File: config.mk
export PLATFORM = sky130hd
export DESIGN_NAME = mem_port_arbiter_flat
export DESIGN_NICKNAME = d
export VERILOG_FILES = /design/src/rtl/mem_port_arbiter_pkg.sv /design/src/rtl/mem_port_arbiter_if.sv /design/src/rtl/mem_port_arbiter_wait_counter.sv /design/src/rtl/mem_port_arbiter.sv /design/src/flat_wrapper.sv
export SDC_FILE = /design/constraint.sdc
export NUM_CORES = 1
export LEC_CHECK = 0
export ABC_AREA = 1
export CORE_ASPECT_RATIO = 0.75
export CORE_UTILIZATION = 42
export CTS_CLUSTER_SIZE = 25
export DETAILED_ROUTE_END_ITERATION = 10
export PLACE_DENSITY = 0.8
export SYNTH_ARGS = -nofsm -noshare
export SYNTH_HDL_FRONTEND = slang
export SYNTH_HIERARCHICAL = 1
export SYNTH_SLANG_ARGS = --single-unit
File: constraint.sdc
create_clock -name clk -period 1.8 [get_ports clk]
set_clock_uncertainty 0.1 [all_clocks]
set_input_delay 0.18 -clock clk [delete_from_list [all_inputs] [get_ports clk]]
set_output_delay 0.18 -clock clk [all_outputs]
set_load 0.05 [all_outputs]
File: src/rtl/mem_port_arbiter_pkg.sv
`timescale 1ns/1ps
`default_nettype none
// ============================================================================
// Module      : mem_port_arbiter_pkg
// Description : Shared access-mode encodings, arbiter state and owner types,
//               and counter-width helper for the I/D memory port arbiter.
// Revision    : 1.0 - initial release
// ============================================================================
package mem_port_arbiter_pkg;

    // Access size/sign encodings shared with the data memory and the core
    localparam logic [2:0] MODE_BYTE   = 3'b000;
    localparam logic [2:0] MODE_HALF   = 3'b001;
    localparam logic [2:0] MODE_WORD   = 3'b010;
    localparam logic [2:0] MODE_BYTE_U = 3'b100;
    localparam logic [2:0] MODE_HALF_U = 3'b101;

    typedef enum logic [1:0] {
        ST_IDLE  = 2'd0,
        ST_ISSUE = 2'd1,
        ST_WAIT  = 2'd2,
        ST_DONE  = 2'd3
    } arb_state_t;

    typedef enum logic {
        OWN_I = 1'b0,
        OWN_D = 1'b1
    } owner_t;

    // Bits needed to hold the values 0..max_value (never less than one bit)
    function automatic int cnt_width(input int max_value);
        return (max_value < 2) ? 1 : $clog2(max_value + 1);
    endfunction

endpackage
`default_nettype wire

File: src/rtl/mem_port_arbiter_if.sv
`timescale 1ns/1ps
`default_nettype none
// ============================================================================
// Module      : mem_port_arbiter_if
// Description : Fetch, load/store and unified memory port signals bundled for
//               the arbiter. master = core/memory side, slave = arbiter.
// Revision    : 1.0 - initial release
// ============================================================================
interface mem_port_arbiter_if #(
    parameter int ADDR_W = 32,
    parameter int DATA_W = 32
);
    logic              i_req;
    logic [ADDR_W-1:0] i_addr;
    logic              i_ack;
    logic              i_rvalid;
    logic [DATA_W-1:0] i_rdata;

    logic              d_req;
    logic              d_we;
    logic [2:0]        d_mode;
    logic [ADDR_W-1:0] d_addr;
    logic [DATA_W-1:0] d_wdata;
    logic              d_ack;
    logic              d_rvalid;
    logic [DATA_W-1:0] d_rdata;

    logic              m_req;
    logic              m_we;
    logic [2:0]        m_mode;
    logic [ADDR_W-1:0] m_addr;
    logic [DATA_W-1:0] m_wdata;
    logic [DATA_W-1:0] m_rdata;

    modport master (
        output i_req, i_addr, d_req, d_we, d_mode, d_addr, d_wdata, m_rdata,
        input  i_ack, i_rvalid, i_rdata, d_ack, d_rvalid, d_rdata,
        input  m_req, m_we, m_mode, m_addr, m_wdata
    );

    modport slave (
        input  i_req, i_addr, d_req, d_we, d_mode, d_addr, d_wdata, m_rdata,
        output i_ack, i_rvalid, i_rdata, d_ack, d_rvalid, d_rdata,
        output m_req, m_we, m_mode, m_addr, m_wdata
    );
endinterface
`default_nettype wire

File: src/rtl/mem_port_arbiter_wait_counter.sv
`timescale 1ns/1ps
`default_nettype none
// ============================================================================
// Module      : mem_wait_counter
// Description : Memory latency counter. Loads 1 on the issue cycle, counts up
//               while waiting and flags terminal count at MEM_LATENCY.
// Revision    : 1.0 - initial release
// ============================================================================
module mem_wait_counter
    import mem_port_arbiter_pkg::*;
#(
    parameter int MEM_LATENCY = 2
) (
    input  wire  clk,
    input  wire  reset,
    input  wire  i_load,
    input  wire  i_inc,
    output logic o_tc
);
    localparam int               CNT_W  = cnt_width(MEM_LATENCY);
    localparam logic [CNT_W-1:0] c_TERM = CNT_W'(MEM_LATENCY);
    localparam logic [CNT_W-1:0] c_ONE  = CNT_W'(1);

    logic [CNT_W-1:0] r_count;

    // Load on issue, increment while waiting, never run past terminal count
    always_ff @(posedge clk or negedge reset) begin
        if (!reset) begin
            r_count <= '0;
        end else if (i_load) begin
            r_count <= c_ONE;
        end else if (i_inc && (r_count != c_TERM)) begin
            r_count <= r_count + c_ONE;
        end
    end

    assign o_tc = (r_count == c_TERM);

endmodule
`default_nettype wire

File: src/rtl/mem_port_arbiter.sv
`timescale 1ns/1ps
`default_nettype none
// ============================================================================
// Module      : mem_port_arbiter
// Description : Shares one fixed-latency memory port between instruction
//               fetch (I) and load/store (D). D has priority unless I has
//               been passed over STARVE_LIMIT times in a row.
// Revision    : 1.0 - initial release
// ============================================================================
module mem_port_arbiter
    import mem_port_arbiter_pkg::*;
#(
    parameter int ADDR_W       = 32,
    parameter int DATA_W       = 32,
    parameter int MEM_LATENCY  = 2,
    parameter int STARVE_LIMIT = 4
) (
    input  wire               clk,
    input  wire               reset,
    mem_port_arbiter_if.slave bus
);
    localparam int               STV_W        = cnt_width(STARVE_LIMIT);
    localparam logic [STV_W-1:0] c_STARVE_MAX = STV_W'(STARVE_LIMIT);

    arb_state_t        r_state;
    arb_state_t        w_state_nxt;
    owner_t            r_owner;
    logic              r_we;
    logic [2:0]        r_mode;
    logic [ADDR_W-1:0] r_addr;
    logic [DATA_W-1:0] r_wdata;
    logic [DATA_W-1:0] r_i_rdata;
    logic [DATA_W-1:0] r_d_rdata;
    logic [STV_W-1:0]  r_starve;

    logic w_any_req;
    logic w_pick_d;
    logic w_arbitrate;
    logic w_capture;
    logic w_cnt_load;
    logic w_cnt_inc;
    logic w_cnt_tc;

    // D wins unless I is pending and has already lost STARVE_LIMIT times
    assign w_any_req   = bus.i_req | bus.d_req;
    assign w_pick_d    = bus.d_req & ~(bus.i_req & (r_starve == c_STARVE_MAX));
    assign w_arbitrate = (r_state == ST_IDLE) & w_any_req;
    assign w_capture   = (r_state == ST_WAIT) & w_cnt_tc;

    // State register
    always_ff @(posedge clk or negedge reset) begin
        if (!reset) begin
            r_state <= ST_IDLE;
        end else begin
            r_state <= w_state_nxt;
        end
    end

    // Next-state and latency counter control
    always_comb begin
        w_state_nxt = r_state;
        w_cnt_load  = 1'b0;
        w_cnt_inc   = 1'b0;
        case (r_state)
            ST_IDLE: begin
                if (w_any_req) begin
                    w_state_nxt = ST_ISSUE;
                end
            end
            ST_ISSUE: begin
                w_cnt_load  = 1'b1;
                w_state_nxt = ST_WAIT;
            end
            ST_WAIT: begin
                if (w_cnt_tc) begin
                    w_state_nxt = ST_DONE;
                end else begin
                    w_cnt_inc = 1'b1;
                end
            end
            ST_DONE: begin
                w_state_nxt = ST_IDLE;
            end
            default: begin
                w_state_nxt = ST_IDLE;
            end
        endcase
    end

    mem_wait_counter #(
        .MEM_LATENCY (MEM_LATENCY)
    ) u_wait_cnt (
        .clk    (clk),
        .reset  (reset),
        .i_load (w_cnt_load),
        .i_inc  (w_cnt_inc),
        .o_tc   (w_cnt_tc)
    );

    // Latch the winner's request, track starvation, capture returned data
    always_ff @(posedge clk or negedge reset) begin
        if (!reset) begin
            r_owner   <= OWN_I;
            r_we      <= 1'b0;
            r_mode    <= '0;
            r_addr    <= '0;
            r_wdata   <= '0;
            r_i_rdata <= '0;
            r_d_rdata <= '0;
            r_starve  <= '0;
        end else begin
            if (w_arbitrate) begin
                if (w_pick_d) begin
                    r_owner <= OWN_D;
                    r_we    <= bus.d_we;
                    r_mode  <= bus.d_mode;
                    r_addr  <= bus.d_addr;
                    r_wdata <= bus.d_wdata;
                end else begin
                    r_owner <= OWN_I;
                    r_we    <= 1'b0;
                    r_mode  <= MODE_WORD;
                    r_addr  <= bus.i_addr;
                    r_wdata <= '0;
                end
                // Only a D win over a waiting fetch counts toward starvation
                if (!bus.i_req || !w_pick_d) begin
                    r_starve <= '0;
                end else if (r_starve != c_STARVE_MAX) begin
                    r_starve <= r_starve + STV_W'(1);
                end
            end
            if (w_capture) begin
                if (r_owner == OWN_I) begin
                    r_i_rdata <= bus.m_rdata;
                end else begin
                    r_d_rdata <= r_we ? '0 : bus.m_rdata;
                end
            end
        end
    end

    // Strobes decode from state; memory fields stay stable for the whole access
    assign bus.m_req    = (r_state == ST_ISSUE);
    assign bus.i_ack    = (r_state == ST_ISSUE) & (r_owner == OWN_I);
    assign bus.d_ack    = (r_state == ST_ISSUE) & (r_owner == OWN_D);
    assign bus.i_rvalid = (r_state == ST_DONE)  & (r_owner == OWN_I);
    assign bus.d_rvalid = (r_state == ST_DONE)  & (r_owner == OWN_D);
    assign bus.m_we     = r_we & (r_state != ST_IDLE);
    assign bus.m_mode   = r_mode;
    assign bus.m_addr   = r_addr;
    assign bus.m_wdata  = r_wdata;
    assign bus.i_rdata  = r_i_rdata;
    assign bus.d_rdata  = r_d_rdata;

endmodule
`default_nettype wire
File: src/flat_wrapper.sv
// flat-port wrapper written by rule: the top's interface ports become plain ports
module mem_port_arbiter_flat import mem_port_arbiter_pkg::*;
#(
    parameter int ADDR_W       = 32,
    parameter int DATA_W       = 32,
    parameter int MEM_LATENCY  = 2,
    parameter int STARVE_LIMIT = 4
)
  (clk, reset, bus_i_req, bus_i_addr, bus_d_req, bus_d_we, bus_d_mode, bus_d_addr, bus_d_wdata, bus_m_rdata, bus_i_ack, bus_i_rvalid, bus_i_rdata, bus_d_ack, bus_d_rvalid, bus_d_rdata, bus_m_req, bus_m_we, bus_m_mode, bus_m_addr, bus_m_wdata);
  mem_port_arbiter_if #(.ADDR_W(ADDR_W), .DATA_W(DATA_W)) bus_i ();
  input  wire clk;
  input  wire reset;
  input wire logic [$bits(bus_i.i_req)-1:0] bus_i_req;
  input wire logic [$bits(bus_i.i_addr)-1:0] bus_i_addr;
  input wire logic [$bits(bus_i.d_req)-1:0] bus_d_req;
  input wire logic [$bits(bus_i.d_we)-1:0] bus_d_we;
  input wire logic [$bits(bus_i.d_mode)-1:0] bus_d_mode;
  input wire logic [$bits(bus_i.d_addr)-1:0] bus_d_addr;
  input wire logic [$bits(bus_i.d_wdata)-1:0] bus_d_wdata;
  input wire logic [$bits(bus_i.m_rdata)-1:0] bus_m_rdata;
  output wire logic [$bits(bus_i.i_ack)-1:0] bus_i_ack;
  output wire logic [$bits(bus_i.i_rvalid)-1:0] bus_i_rvalid;
  output wire logic [$bits(bus_i.i_rdata)-1:0] bus_i_rdata;
  output wire logic [$bits(bus_i.d_ack)-1:0] bus_d_ack;
  output wire logic [$bits(bus_i.d_rvalid)-1:0] bus_d_rvalid;
  output wire logic [$bits(bus_i.d_rdata)-1:0] bus_d_rdata;
  output wire logic [$bits(bus_i.m_req)-1:0] bus_m_req;
  output wire logic [$bits(bus_i.m_we)-1:0] bus_m_we;
  output wire logic [$bits(bus_i.m_mode)-1:0] bus_m_mode;
  output wire logic [$bits(bus_i.m_addr)-1:0] bus_m_addr;
  output wire logic [$bits(bus_i.m_wdata)-1:0] bus_m_wdata;
  assign bus_i.i_req = bus_i_req;
  assign bus_i.i_addr = bus_i_addr;
  assign bus_i.d_req = bus_d_req;
  assign bus_i.d_we = bus_d_we;
  assign bus_i.d_mode = bus_d_mode;
  assign bus_i.d_addr = bus_d_addr;
  assign bus_i.d_wdata = bus_d_wdata;
  assign bus_i.m_rdata = bus_m_rdata;
  assign bus_i_ack = bus_i.i_ack;
  assign bus_i_rvalid = bus_i.i_rvalid;
  assign bus_i_rdata = bus_i.i_rdata;
  assign bus_d_ack = bus_i.d_ack;
  assign bus_d_rvalid = bus_i.d_rvalid;
  assign bus_d_rdata = bus_i.d_rdata;
  assign bus_m_req = bus_i.m_req;
  assign bus_m_we = bus_i.m_we;
  assign bus_m_mode = bus_i.m_mode;
  assign bus_m_addr = bus_i.m_addr;
  assign bus_m_wdata = bus_i.m_wdata;
  mem_port_arbiter #(.ADDR_W(ADDR_W), .DATA_W(DATA_W), .MEM_LATENCY(MEM_LATENCY), .STARVE_LIMIT(STARVE_LIMIT)) u_core (.clk(clk), .reset(reset), .bus(bus_i));
endmodule
==> results.toml, run 1 <==
[status]
status = "completed"

[timing]
rsz0062_at_grt = "true"
slew_violations = 0
fin_tns_setup_ps = 0
post-route-period-util = 0.9615
hold_viol = 0
setup_viol = 0
whs_ps = 151.4
max_freq_ghz = 0.5778
min_period_ps = 1731
max_slew_margin = 0.6599
tightest_slew_ps = 512.2

[pwr]
ir_drop_mv = 0.9619
sw_frac_of_total = 0.5134
total_power_w = 0.01970
internal_power_w = 0.009585
p_sw_w = 0.01011
power_frac_comb = 0.554
clkPwrFrac = 0.167
cellLeakagePower_nw = 5.172
power_density_nw_per_um2 = 2044
pwr-share-seq = 0.279

[critical_path]
r2r_setup_slack_ps = 120
criticalPathCategory = "flip-flop to primary output"
cp.arrival_ps = 1450
critPathCaptureType = "primary output"
critPathMaxFanout = 4
cp-start-kind = "flip-flop"
worstPathRequired_ps = 1520

[clock_tree]
clkLatencyLatePin_ps = 420
clk_path_buf_depth = 2
post_cts_buffers = 0
cts_tree = "yes"
cts_buffers = 17
cts_root_buf = "clkbuf_16"
cts_sinks = 140
path_clk_slew_ps = 60
htreeDepth = 4

[cells_and_area]
fin_nets = 1161
drive_gt1_frac = 0.1408
utilization = 0.6666
areaGrowthSynthToFinish_pct = 54.84
diodes = 0
fin_cells = 1230

[floorplan]
rows = 38
die_w_um = 142.5
initial_core_util = 0.4305
ios = 273
coreArea_um2 = 14450
die-area_um2 = 15310
die_h_um = 107.4

[global_route]
antenna_found_initial = 0
grt_remaining_overflow = 0
grt_pass1_vias = 5627
grt_pass1_wl_mm = 28.39
track_usage = 0.2419
grt_max_degree = 65

[logic_synthesis]
yosysUniqueCellTypes = 20
syn_nets = 888
syn_inst = 744
ys_seq_area_frac = 0.5630
syn_avg_cell_area_um2 = 8.363
ys_warn_count = 6
synth_area_leaders = "dfrtp_1 (56%), nand2_1 (17%), inv_1 (6.9%), nand3_1 (6.0%), o31ai_1 (3.9%)"
yosysTopAreaCellShare = 0.5630
synth_area_leader_cell = "dfrtp_1"
ys_ff_latch = 140
syn_area_um2 = 6222

[worst_hold_path]
hold_class = "input port to async pin"

[drt]
vias = 5688
ant_nets = 0
drt_iter0_drc = 325
drc = 0
wl_per_cell_um = 14.28
firstDrtPassIters = 7
wl_mm = 17.56
viasPerCell = 4.624

[placement]
gp_congestion = 0.8041
dpl.cell_count = 1197
place_hpwl_mm = 12.78
port_buffers = 272

[run]
cap_violations = 0
## metal layers
metal  global-route usage  vias to the layer above  wire length, µm
met5                    0                        -                0
met4              0.07220                        0              182
met3              0.07429                       16             1512
met2               0.4034                      226             8392
met1               0.3015                     2610             7471
li1                     -                     2836                -
## path summary, 6_finish.rpt
| path | start | end | cells past startpoint |
|---|---|---|---|
| setup reg to reg | u_core/r_state[1]$_DFFE_PN0P_ | u_core/bus.m_wdata[29]$_DFFE_PN0P_ | 8 |
| max in group asynchronous | reset | u_core/bus.d_rdata[22]$_DFFE_PN0P_ | 3 |
| min in group clk | bus_d_wdata[15] | u_core/bus.m_wdata[15]$_DFFE_PN0P_ | 3 |
| setup / recovery | u_core/r_state[1]$_DFFE_PN0P_ | bus_m_we | 4 |
| hold / removal | reset | u_core/u_wait_cnt/r_count[1]$_DFFE_PN0P_ | 2 |
| hold reg to reg | u_core/bus.m_wdata[0]$_DFFE_PN0P_ | u_core/bus.m_wdata[0]$_DFFE_PN0P_ | 2 |
## cells by family after synthesis
group / count (synthesis) / share of synthesized area
simple gates: 369 / 0.2423
buf+inv: 159 / 0.1098
flops: 140 / 0.5630
compound gates: 67 / 0.06736
fa+ha+maj: 8 / 0.01609
xor+xnor: 1 / 0.001408
## flip-flops by register name (all words and copies together) (netlist names)
| register | flops |
|---|---|
| u_core/bus.m_addr | 32 |
| u_core/bus.i_rdata | 32 |
| u_core/bus.m_mode | 3 |
| u_core/bus.d_rdata | 32 |
| u_core/r_we | 1 |
| u_core/u_wait_cnt/r_count | 2 |
| u_core/r_owner | 1 |
| u_core/bus.m_wdata | 32 |
| u_core/r_state | 2 |
| u_core/r_starve | 3 |
## metrics by stage
stage | area (µm²) | worst slack (ps)
global placement | 9120 | 87.11
global route | 9634 | -7.785
floorplan | 6227 | 31.04
CTS | 9622 | 27.52
finish | 9634 | 69.23
detailed placement | 9120 | 69.40
## final cells by class
| type | count | area, µm² |
|---|---|---|
| Tap cell | 200 | 250.2 |
| Clock buffer | 17 | 425.4 |
| Clock inverter | 15 | 132.6 |
| Sequential cell | 140 | 3503 |
| Timing Repair Buffer | 294 | 2803 |
| Inverter | 119 | 446.7 |
| Fill cell | 1214 | 4820 |
| Multi-Input combinational cell | 445 | 2073 |
## power groups by stage
stage	clock network (W)	logic (W)	registers [W]
after global placement	0	0.0112	0.00552
after floorplan	0	0.00255	0.0103
after global routing	0.00352	0.0116	0.00569
after CTS	0.00336	0.0110	0.00550
after detailed placement	0	0.0114	0.00553
final	0.00329	0.0109	0.00550
## cell usage after synthesis
| library cell | instances |
|---|---|
| buf_4 | 4 |
| dfrtp_1 | 140 |
| clkbuf_2 | 3 |
| nand3_2 | 2 |
| buf_2 | 12 |
| clkbuf_1 | 11 |
| ha_1 | 8 |
| xor2_1 | 1 |
| o21ai_0 | 34 |
| nand3_4 | 1 |
| nand3_1 | 75 |
| inv_2 | 4 |
| buf_1 | 3 |
| or2_2 | 1 |
| nor2_1 | 8 |
| inv_1 | 115 |
| a21oi_2 | 1 |
| buf_6 | 7 |
| o31ai_1 | 32 |
| nand2_1 | 282 |
## critical path: stages (launching register included)
cell and delay [ps]:
dfrtp_1 410, inv_2 90, ha_1 240, nor2_2 140
buf_12 150
## placed cells by master, fill, tap and decap left out, types with 2 or more instances in the layout
master	Yosys	routed
ha_2	0	2
clkinv_4	0	4
inv_2	4	6
clkinv_2	0	2
nor2_1	8	5
nand2_1	282	282
clkbuf_16	0	17
o21ai_0	34	34
buf_4	4	81
nand3_2	2	2
dlygate4sd2_1	0	63
nor2_2	0	2
inv_1	115	113
buf_12	0	14
dfrtp_1	140	140
o31ai_1	32	32
ha_1	8	5
inv_8	0	4
clkdlybuf4s50_1	0	134
nand3_1	75	75
inv_6	0	4
## timing repair
action / CTS / global route
gates resized for setup: 66 / 5
pin swaps: 0 / 1
hold buffers: 1 / 0
endpoints found under the hold margin: 140 / 0
endpoints found under the setup margin: 66 / 15
No activity file was read; power rests on OpenSTA's default activity.
==> run 2: changes to the inputs <==
--- a/config.mk
+++ b/config.mk
@@ -10,6 +10,8 @@
 export CORE_UTILIZATION = 42
 export CTS_CLUSTER_SIZE = 25
 export DETAILED_ROUTE_END_ITERATION = 10
+export HOLD_SLACK_MARGIN = 0.15
+export MAX_ROUTING_LAYER = met4
 export PLACE_DENSITY = 0.8
 export SYNTH_ARGS = -nofsm -noshare
 export SYNTH_HDL_FRONTEND = slang
==> run 2 against run 1 <==
  * Fmax decreased by 0.17%
  * Routed wire length about the same
  * Critical endpoint unchanged
  * Design area increased by 0.10%
  * Largest power group unchanged
  * Clock power about the same
  * Utilization increased by 0.069 points
  * Sequential share of layout area about the same
  * Register-to-register slack about the same
==> results.toml, run 2 (synthesis results as in run 1) <==
[status]
status = "completed"

[cells_and_area]
drive_gt1_frac = 0.1397
fillers = 1213
fin_area_um2 = 9644
final_common_cell = "nand2_1"
seq_area_um2 = 3503
fin_nets = 1162
final_cell_mix = "nand2_1 (282), dfrtp_1 (140), clkdlybuf4s50_1 (134), inv_1 (114), buf_4 (81)"
areaGrowthSynthToFinish_pct = 55.00
diodes = 0
fin_cells = 1231
multiInputGateArea_um2 = 2073

[floorplan]
initial_core_util = 0.4305
die-area_um2 = 15310
rows = 38
coreArea_um2 = 14450
die_w_um = 142.5
die_h_um = 107.4
ios = 273

[clock_tree]
cts_sinks = 140
path_clk_slew_ps = 60
cts_tree = "yes"
cts_root_buf = "clkbuf_16"
htreeDepth = 4
clk_path_buf_depth = 2
clkLatencyLatePin_ps = 410
cts_buffers = 17

[timing]
setup_viol = 0
whs_ps = 192.7
setup_ws_ps = 66.22
max_slew_margin = 0.6610
rsz0062_at_grt = "true"
min_period_ps = 1734
post-route-period-util = 0.9632
tightest_slew_ps = 510.5
hold_viol = 0
slew_violations = 0
max_freq_ghz = 0.5768

[critical_path]
r2r_setup_slack_ps = 110
path_buf_inv = 2
critical_path.cell_chain = "inv_2 > ha_1 > nor2_2 > buf_12"
r2r_cells = 8
worstPathRequired_ps = 1520
cp.arrival_ps = 1450
max_stage_delay_ps = 410
critPathMaxFanout = 4
crit_family = "flip-flops"
r2r_end = "u_core/bus.m_wdata[29]$_DFFE_PN0P_"
r2r-start = "u_core/r_state[1]$_DFFE_PN0P_"
cp-start-kind = "flip-flop"
critPathCaptureType = "primary output"
cp_slowest_cell = "dfrtp_1"
criticalPathCategory = "flip-flop to primary output"

[worst_hold_path]
hold_class = "input port to flip-flop"
hold_end = "u_core/bus.m_wdata[15]$_DFFE_PN0P_"
hold_start = "bus_d_wdata[15]"
holdPathStages = 3

[placement]
port_buffers = 272
dpl_cell_area_um2 = 9120
dpl.cell_count = 1197
place_hpwl_mm = 12.78
pre_cts_ws_ps = 69.40
gp_congestion = 0.8158

[run]
cap_violations = 0

[pwr]
ir_drop_mv = 0.9619
cellLeakagePower_nw = 5.179
power_density_nw_per_um2 = 2042
total_power_w = 0.01970

[global_route]
antenna_found_initial = 0
grt_max_degree = 65
grt_pass1_wl_mm = 28.34
grt_remaining_overflow = 0
track_usage = 0.2485
grt_pass1_vias = 5653

[drt]
firstDrtPassIters = 7
vias = 5707
wl_mm = 17.56
drc = 0
ant_nets = 0
drt_iter0_drc = 327
wl_per_cell_um = 14.27
viasPerCell = 4.636
run 2: final cells by class:
type	count	area share
clock inverters	15	0.01375
clock buffers	17	0.04411
well taps	200	0.02595
inverters	119	0.04632
repair buffers	295	0.2916
multi-input cells	445	0.2150
flip-flops and latches	140	0.3633
run 2: power breakdown:
group	switching [W]	internal (W)
combinational	0.00777	0.00314
sequential	0.000864	0.00463
clock	0.00147	0.00182
total	0.0101	0.00959
run 2: through the flow:
step | util | TNS (ps)
after floorplan | - | 0
after global placement | 0.6310 | 0
after detailed placement | 0.6310 | 0
after CTS | 0.6664 | 0
after global routing | 0.6672 | -7.282
final | 0.6672 | 0
run 2: how the worst max path moves through the flow:
stage                                  start                                end  slack [ps]  cells after the start
2_1_floorplan        u_core/r_we$_DFFE_PN0P_                           bus_m_we          30                      4
5_1_grt        u_core/r_state[1]$_DFFE_PN0P_                          bus_i_ack          -5                      5
3_5_place_dp                       bus_d_req  u_core/bus.m_addr[17]$_DFFE_PN0P_          70                      6
4_1_cts        u_core/r_state[1]$_DFFE_PN0P_                           bus_m_we          30                      4
3_3_place_gp                       bus_d_req   u_core/bus.m_addr[9]$_DFFE_PN0P_          90                      6
6_report       u_core/r_state[1]$_DFFE_PN0P_                           bus_m_we          70                      4
run 2: layer usage:
layer,share of wire,track usage
met1,0.43,0.3084
met2,0.48,0.4030
met3,0.080,0.05827
met5,0,-
met4,0.0097,0.07911
run 2: worst reg2reg max path: stages (launching register included):
cell and delay, ps:
dfrtp_1 430, inv_2 110, ha_1 240, inv_1 90, a21oi_4 160, inv_2 80, buf_12 180, nand2_1 140
nand2_1 60
run 2: what timing repair did:
| item | CTS | global route |
|---|---|---|
| hold buffers | 2 | 0 |
| buffers inserted | 0 | 0 |
| hold endpoints to repair | 140 | 0 |
| setup endpoints to repair | 66 | 15 |
| pin swaps | 0 | 1 |
| gates resized for setup | 66 | 4 |
